## src/rtl/flag_int_unit.sv

```systemverilog
// flag_int_unit
// Flag and interrupt-request block for the RAT CPU. It holds the carry (C),
// zero (Z) and interrupt-enable (I) flags, plus a C/Z shadow pair that is used
// on interrupt entry and return. It also synchronises the asynchronous INT_IN
// line and latches the request until the control unit acknowledges it.
//
// Parameters
//   SYNC_STAGES : synchroniser depth on INT_IN (2..4)
//   EDGE_MODE   : 1 = rising-edge request, 0 = level request
// Ports
//   CLK, RESET         : clock; synchronous active-high reset
//   ALU_C, ALU_Z       : flag results from the ALU
//   FLG_C_SET/CLR/LD   : carry force-set / force-clear / load
//   FLG_Z_LD           : zero load
//   FLG_LD_SEL         : load source, 0 = ALU, 1 = shadow
//   FLG_SHAD_LD        : copy current C/Z into the shadow pair
//   I_SET, I_CLR       : interrupt-enable set / clear (clear wins)
//   INT_ACK            : control unit took the interrupt
//   INT_IN             : external interrupt line (asynchronous)
//   C_FLAG, Z_FLAG, I_FLAG : registered flags
//   INT_CU             : pending request gated by I_FLAG
module flag_int_unit #(
  parameter int SYNC_STAGES = 2,
  parameter bit EDGE_MODE   = 1'b1
) (
  input  logic CLK,
  input  logic RESET,
  input  logic ALU_C,
  input  logic ALU_Z,
  input  logic FLG_C_SET,
  input  logic FLG_C_CLR,
  input  logic FLG_C_LD,
  input  logic FLG_Z_LD,
  input  logic FLG_LD_SEL,
  input  logic FLG_SHAD_LD,
  input  logic I_SET,
  input  logic I_CLR,
  input  logic INT_ACK,
  input  logic INT_IN,
  output logic C_FLAG,
  output logic Z_FLAG,
  output logic I_FLAG,
  output logic INT_CU
);

  logic c_q, z_q, shad_c, shad_z, i_q, pend, prev;
  logic [SYNC_STAGES-1:0] sync;
  logic c_nxt, z_nxt, i_nxt, pend_nxt, req;

  // Request detect. It looks only at the synchronised line, so the
  // interrupt-enable flag never masks detection. A request that arrives
  // while I=0 is held in PEND.
  assign req = EDGE_MODE ? (sync[SYNC_STAGES-1] & ~prev) : sync[SYNC_STAGES-1];

  always_comb begin
    c_nxt = c_q;
    if (FLG_C_CLR)     c_nxt = 1'b0;
    else if (FLG_C_SET) c_nxt = 1'b1;
    else if (FLG_C_LD)  c_nxt = FLG_LD_SEL ? shad_c : ALU_C;

    z_nxt = z_q;
    if (FLG_Z_LD)       z_nxt = FLG_LD_SEL ? shad_z : ALU_Z;

    i_nxt = i_q;
    if (I_CLR)          i_nxt = 1'b0;
    else if (I_SET)     i_nxt = 1'b1;

    // A new request beats the ACK. An edge that lands during the ACK cycle
    // is then not dropped.
    pend_nxt = pend;
    if (req)            pend_nxt = 1'b1;
    else if (INT_ACK)   pend_nxt = 1'b0;
  end

  always_ff @(posedge CLK) begin
    if (RESET) begin
      c_q    <= 1'b0;
      z_q    <= 1'b0;
      shad_c <= 1'b0;
      shad_z <= 1'b0;
      i_q    <= 1'b0;
      pend   <= 1'b0;
      prev   <= 1'b0;
      sync   <= '0;
    end else begin
      c_q  <= c_nxt;
      z_q  <= z_nxt;
      i_q  <= i_nxt;
      pend <= pend_nxt;
      // The shadow captures the pre-update C/Z. With FLG_LD_SEL=1 and both
      // loads active in the same cycle, the flags and the shadow swap.
      if (FLG_SHAD_LD) begin
        shad_c <= c_q;
        shad_z <= z_q;
      end
      sync <= {sync[SYNC_STAGES-2:0], INT_IN};
      prev <= sync[SYNC_STAGES-1];
    end
  end

  assign C_FLAG = c_q;
  assign Z_FLAG = z_q;
  assign I_FLAG = i_q;
  assign INT_CU = pend & i_q;

endmodule

```

## config.mk

```make
export PLATFORM = sky130hd
export DESIGN_NAME = flag_int_unit
export DESIGN_NICKNAME = d
export VERILOG_FILES = /design/src/rtl/flag_int_unit.sv
export SDC_FILE = /design/constraint.sdc
export NUM_CORES = 1
export LEC_CHECK = 0
export ABC_CLOCK_PERIOD_IN_PS = 900
export CAP_MARGIN = 0
export CORE_AREA = 2 2 39 41
export DETAILED_ROUTE_END_ITERATION = 8
export DIE_AREA = 0 0 41 43
export DONT_BUFFER_PORTS = 1
export GPL_TIMING_DRIVEN = 0
export HOLD_SLACK_MARGIN = 0.02
export PLACE_DENSITY = 0.39
export SYNTH_ARGS = -nofsm -noshare
export SYNTH_HDL_FRONTEND = slang
export SYNTH_SLANG_ARGS = --single-unit
```

## constraint.sdc

```tcl
create_clock -name CLK -period 0.9 [get_ports CLK]
set_input_delay 0.09 -clock CLK [delete_from_list [all_inputs] [get_ports CLK]]
set_output_delay 0.09 -clock CLK [all_outputs]
set_load 0.02 [all_outputs]
```

==> results list, run 1 <==
* Result of the run: complete, but fails checks
- Violations in the final reports: setup timing
* Final WS setup: -0.00635 ns
- The later pin in the worst-skew pair is clocked with a latency of 0.25 ns.
- Headroom to the max-slew limit came out at 87.0%.
- Number of warning messages in the yosys log: 0
- In the finished design, the share of the clock period the worst path needs comes to 101%.
- Summed over its instances, the top area cell type makes up 55.4% of the synthesized netlist area.
- The number of antenna diodes in the final layout is 0.
- First-pass detailed-route iteration total: 2
- Measured along the x axis, the die boundary spans 41 um.
- Worst VDD drop: 0.000672 V
- Critical path data required time: 0.81 ns
- The clock net in this run drives a total of 9 sinks.
* Portion of total power attributed to combinational logic: 9.7%
* Synth Area in Simple Gates: 21.2%
- Global routing consumed, over all layers together, 10.9% of the routing resources.
- Synthesis produced 31 cells.
- First-pass GRT wire length: 1210 um
* Final setup vio count: 1
- Average detailed-routed wire length per instance: 11.9 um
* Cell Area, Placed: 345 um2
- Sequential area share after synthesis: 55.4%
- Via density per instance: 4.52
- CTS built an H-tree with a depth of 1.
* Cell class contributing the biggest share of worst-path delay: flip-flops
- Number of global-route vias before repair: 310
- Net switching is 22.2% of the power.
* Height of the die: 43 um
- Post-synthesis xor/xnor area fraction: 0%
* Cell at the root of the clock tree: sky130_fd_sc_hd__clkbuf_4
* Die Outline Area: 1760 um2
* Post-synthesis instance area: 325 um2
* Total wire length: 727 um
- Ratio of total power to cell area: 1710 nW/um2
- Slew @ Worst Pin: 0.193 ns
- Largest net degree at the start of global routing: 10
- HPWL after detailed placement: 478 um
- Crit path DAT: 0.82 ns
- Top fanout value on the critical path: 3
* Adder and majority cell fraction of the synthesized area: 0%
- Synthesized-area fraction occupied by ao, oa, aoi and oai cells: 6.54%
- Unrepaired setup endpoints after global routing: true
- Placeable core area: 1380 um2
- Final weighted congestion in routability-driven placement: 0.532
- Buffers inserted during post-CTS setup optimization: 0
- The count of nets left with antenna violations once routing finished came out at 0.
* Slowest cell on crit path: sky130_fd_sc_hd__dfxtp_4
- Max stage delay on crit path: 0.38 ns
- The number of antenna violations at the first check in global routing came to 0.
- The number of buffers and inverters on the critical path is 0.
- The clock network burns 37.3% of the power.
- CTS tree: yes
- Inserted Clock Buffers: 3
* Leakage power: 0.195 nW
* Number of port buffers: 0
- In the routed design, unresolved DRC markers number 0.
- Max-cap viol count: 0
- The worst setup path is launched from a flop.
* Boundary pin count: 18
- Starting DRT DRC Count: 3
- Proportion of layout cells with a drive suffix above 1: 17.8%
* Final total negative setup slack: -0.00635 ns
- Synthesized net count: 45
* Cell taking the most area after synthesis: sky130_fd_sc_hd__dfxtp_1
- In the post-synthesis netlist, the biggest area contributors are sky130_fd_sc_hd__dfxtp_1, sky130_fd_sc_hd__mux2i_1, sky130_fd_sc_hd__nor2b_1.
- Final std cell area, no fill: 480 um2
- Setup skew after layout: 0.00383 ns
- The routed layout has 276 vias.
- Class of the tightest hold or removal check: in2reg
- Of the post-synthesis cell area, the part taken by muxes is 12.3%.
- Maximum root-to-sink buffer count: 2
- In this run the core area contains 14 standard-cell rows.
* Aggregate global routing overflow: 0
- Clock transition at the registers of the reported paths: 0.06 ns
- Internal Dissipation: 0.640 mW
- Walking the worst path, the cells encountered are and2_4.
- Startpoint-to-endpoint class of the critical path: reg2out
- Final Max Slew Viols: 0
- A synthesized cell averages 10.5 um2.
* Endpoint kind of the worst setup timing path: output port
* Fmax: 1100 MHz
* Hold Worst Slack: 0.0323 ns
- Starting density of the core: 23.5%
- Counting flops and latches in the post-synthesis netlist gives 9.
- Share of total power in sequential cells: 53.0%
- After synthesis, the largest family of logic cells by area is simple AND/OR/NAND/NOR gates.
- Final Hold Vio Count: 0
- After synthesis, the netlist uses 13 different library cells.
* Net switching power figure: 0.183 mW
- Setup WS pre-CTS: 0.0167 ns
- After layout, the minimum clock period comes to 0.906 ns.
- In the final design database the tool counted 60 nets.
* Layout overhead on the synthesized area: 47.7%
==> power by group through the flow <==
stage	combinational (mW)	sequential [mW]	clock [mW]
global route	0.0885	0.439	0.347
CTS	0.0796	0.435	0.327
detailed placement	0.0427	0.445	0
global placement	0.0398	0.445	0
finish	0.0797	0.436	0.307
floorplan	0.0363	0.442	0
==> per-stage QoR <==
step / total power, mW / utilization (%) / std cells
after CTS: 0.842 / 34.5 / 61
after detailed placement: 0.488 / 25.0 / 47
after global placement: 0.485 / 25.0 / 47
after floorplan: 0.479 / - / 31
after global routing: 0.874 / 34.7 / 61
final: 0.823 / 34.7 / 61
==> area by class of cell <==
class	count	area, um2
Timing Repair Buffer	10	100
Sequential cell	9	186
Buffer	1	11.3
Fill cell	151	903
Tap cell	16	20.0
Inverter	1	3.75
Multi-Input combinational cell	20	133
Clock buffer	4	26.3
==> cell usage in the layout, fill, tap and decap left out <==
cell	count
sky130_fd_sc_hd__or2_0	1
sky130_fd_sc_hd__a21oi_1	1
sky130_fd_sc_hd__dfxtp_2	2
sky130_fd_sc_hd__buf_6	1
sky130_fd_sc_hd__nor3_1	2
sky130_fd_sc_hd__nand2b_1	2
sky130_fd_sc_hd__mux2i_1	4
sky130_fd_sc_hd__dlygate4sd3_1	10
sky130_fd_sc_hd__nor2b_1	3
sky130_fd_sc_hd__clkbuf_4	3
sky130_fd_sc_hd__dfxtp_1	6
sky130_fd_sc_hd__and2_4	1
sky130_fd_sc_hd__nor2_1	4
sky130_fd_sc_hd__inv_1	1
sky130_fd_sc_hd__clkbuf_1	1
sky130_fd_sc_hd__dfxtp_4	1
sky130_fd_sc_hd__a311oi_1	1
sky130_fd_sc_hd__a211oi_1	1
==> flip-flops by register name, summed over array words and instances, names as in the netlist <==
register  flops
shad_z        1
Z_FLAG        1
pend          1
sync          2
C_FLAG        1
prev          1
shad_c        1
I_FLAG        1
==> repair_timing <==
item | CTS | global route
hold endpoints to repair | 7 | 0
cloned | 0 | 0
gates resized for setup | 4 | 2
setup endpoints to repair | 1 | 3
hold buffers | 10 | 0
pin swaps | 1 | 0
==> Yosys cell counts <==
library cell and instances:
sky130_fd_sc_hd__a21oi_1 1, sky130_fd_sc_hd__dfxtp_1 9, sky130_fd_sc_hd__nand2b_1 2, sky130_fd_sc_hd__or2_0 1, sky130_fd_sc_hd__inv_1 1, sky130_fd_sc_hd__nor2b_1 3, sky130_fd_sc_hd__a211oi_1 1, sky130_fd_sc_hd__mux2i_1 4
sky130_fd_sc_hd__and2_1 1, sky130_fd_sc_hd__nor3_1 2, sky130_fd_sc_hd__nor2_1 4, sky130_fd_sc_hd__buf_6 1, sky130_fd_sc_hd__a311oi_1 1
==> logic make-up (layout without fill, tap and decap cells) <==
| family | after synthesis | in the layout |
|---|---|---|
| buf+inv | 2 | 16 |
| flops | 9 | 9 |
| compound gates | 3 | 3 |
| mux | 4 | 4 |
| simple gates | 13 | 13 |
==> path summary, 6_finish.rpt <==
check / from / endpoint / slack (ns) / depth (start not counted)
worst max-delay path: I_FLAG / INT_CU / -0.006 / 1
worst min register to register: sync[0] / sync[1] / 0.45 / 1
worst min-delay path: RESET / Z_FLAG / 0.03 / 2
worst max register to register: C_FLAG / C_FLAG / 0.11 / 2
==> layer usage <==
layer | vias up | global-route usage [%] | wire, um
met5 | - | 0 | 0
met4 | 0 | 10.0 | 8
met3 | 2 | 4.19 | 58
met2 | 13 | 16.3 | 363
met1 | 128 | 10.7 | 296
li1 | 133 | - | -
Note: power is estimated with default switching activity, not from simulation.
==> run 2, diff against run 1 <==
Settings changed: ABC_CLOCK_PERIOD_IN_PS 900 to 1200.
Clock period 0.9 ns to 1.2 ns, I/O delays scaled along.
==> run 2 against run 1 <==
- the run now ends clean
- total power is 26% lower
- non-clock buffer count is 5 lower
- setup slack better by 0.095 ns
- final cell count down 8.2%
- register-to-register slack gained 0.20 ns
- largest power group unchanged
==> results list, run 2 (same netlist as run 1, synthesis figures left out) <==
- Result of the run: finished, final reports clean
- Power comes to 0.605 mW.
- Cells along the critical path: and2_1
- CTS placed an instance of sky130_fd_sc_hd__clkbuf_4 at the clock tree root.
* Final total negative setup slack: 0 ns
- Maximum level of the CTS H-tree: 1
- At the later pin of the worst-skew pair, clock insertion delay measures 0.26 ns.
* Total wire length: 669 um
- Number of buffers and inverters on the critical path: 0
- STA puts the critical path data arrival time at 0.99 ns.
- Cell class contributing the biggest share of worst-path delay: flip-flops
- Via density per instance: 4.54
* Top fanout value on the critical path: 3
* Aggregate global routing overflow: 0
- The filler cells instantiated in the layout total 152.
- Layout overhead on the synthesized area: 29.6%
* Setup skew after layout: 0.00420 ns
* Starting density of the core: 23.5%
- Setup repair after global routing left no endpoint under its margin.
- Buffers inserted during post-CTS setup optimization: 0
* Path length in cells of the critical path: 1
* Relative slew slack: 81.4%
* Slowest cell on crit path: sky130_fd_sc_hd__dfxtp_1
- Final antenna-violating net count: 0
- Startpoint-to-endpoint class of the critical path: reg2out
- Inserted Clock Buffers: 3
- In the final layout, the share of cells above drive strength 1 is 10.0%.
- The clock passes through at most 2 buffers.
* Slew @ Worst Pin: 0.278 ns
- Worst VDD drop: 0.000505 V
- Number of cells traversed by the worst hold path: 2
* First-pass detailed-route iteration total: 2
- Summing over every cut layer, the via total after detailed routing is 254.
* Final min period: 1.11 ns
- Leakage power: 0.171 nW
- Static timing analysis puts the maximum clock frequency at 900 MHz.
- After layout, the worst path uses 92.6% of the clock period.
- Final setup vio count: 0
* Die Outline Area: 1760 um2
- Post-route DRC: 0
- Placeable core area: 1380 um2
* Number of antenna violations at the first check in global routing: 0
- Most frequent cells in the layout: sky130_fd_sc_hd__dfxtp_1, sky130_fd_sc_hd__dlygate4sd3_1, sky130_fd_sc_hd__mux2i_1, sky130_fd_sc_hd__nor2_1
- The repair_antennas step left the layout with diodes totalling 0.
- Final Max Slew Viols: 0
- Post-layout net count: 55
- Boundary pin count: 18
* Clock transition at the registers of the reported paths: 0.06 ns
- HPWL after detailed placement: 478 um
* Overall Global Routing Usage: 9.87%
- Measured in cells, the most critical reg-to-reg path has a length of 2.
* Ratio of total power to cell area: 1440 nW/um2
- Critical path data required time: 1.08 ns
* Number of global-route vias before repair: 272
- Final weighted congestion in routability-driven placement: 0.532
* CTS tree: yes
* CTS resizes: 0
* Average detailed-routed wire length per instance: 11.9 um
- Kind of start point of the critical path: flop
- In this run the tool buffered the top-level ports with 0 buffer cells.
- Max-cap viol count: 0
* Class of the tightest hold or removal check: in2reg
* Largest register FFs: 2
- Endpoint kind of the worst setup timing path: output port
* CTS sink cnt: 9
* Horizontal die dimension: 41 um
* Starting DRT DRC Count: 1
- Largest net degree at the start of global routing: 10
- Register with the most flip-flops: sync
* Placement row count: 14
* First-pass GRT wire length: 1080 um
- Final Hold Vio Count: 0
* Height of the die: 43 um
- Commonest non-fill, non-tap cell in the layout: sky130_fd_sc_hd__dfxtp_1
- The largest single stage delay on the critical path is 0.45 ns.
==> run 2: per-layer routing <==
layer	part of all wire [%]	global-route usage (%)
met1	41	10.1
met2	48	13.8
met3	9.6	4.19
met4	1.2	10.0
met5	0	0
==> run 2: worst reg2reg max path, delay by kind of cell, from the launching register on <==
kind / cells / cell delay, ns
compound gates: 1 / 0.23
simple gates: 1 / 0.10
flops: 1 / 0.48
==> run 2: power by group <==
| group | switching, mW | internal, mW |
|---|---|---|
| clock | 0.105 | 0.128 |
| sequential | 0.0150 | 0.312 |
| combinational | 0.0160 | 0.0289 |
| total | 0.136 | 0.469 |
==> run 2: final cells by class <==
| cell class | count | area [um2] | share of cell area (%) |
|---|---|---|---|
| Multi-Input combinational cell | 20 | 130 | 30.9 |
| Timing Repair Buffer | 5 | 50.0 | 11.9 |
| Sequential cell | 9 | 180 | 42.7 |
| Tap cell | 16 | 20.0 | 4.75 |
| Clock buffer | 4 | 26.3 | 6.23 |
| Inverter | 1 | 3.75 | 0.890 |
| Buffer | 1 | 11.3 | 2.67 |
==> run 2: path summary, 6_finish.rpt <==
path	from	end	slack, ns
hold reg to reg	sync[0]	sync[1]	0.44
hold / removal	FLG_Z_LD	Z_FLAG	0.03
setup reg to reg	C_FLAG	C_FLAG	0.31
setup / recovery	I_FLAG	INT_CU	0.09
==> run 2: per-stage QoR <==
step / util [%] / cell area, um2 / hold slack (ns) / cells / worst slack [ns]
floorplan: - / 325 / 0.197 / 31 / 0.378
global placement: 25.0 / 345 / 0.200 / 47 / 0.335
detailed placement: 25.0 / 345 / 0.199 / 47 / 0.317
CTS: 30.5 / 422 / 0.0234 / 56 / 0.0730
global route: 30.5 / 422 / 0.0259 / 56 / 0.0231
finish: 30.5 / 422 / 0.0338 / 56 / 0.0883
==> run 2: what timing repair did <==
item                                   4_1_cts  5_1_grt
endpoints found under the hold margin        4        0
setup endpoints to repair                    0        0
hold buffers                                 5        0
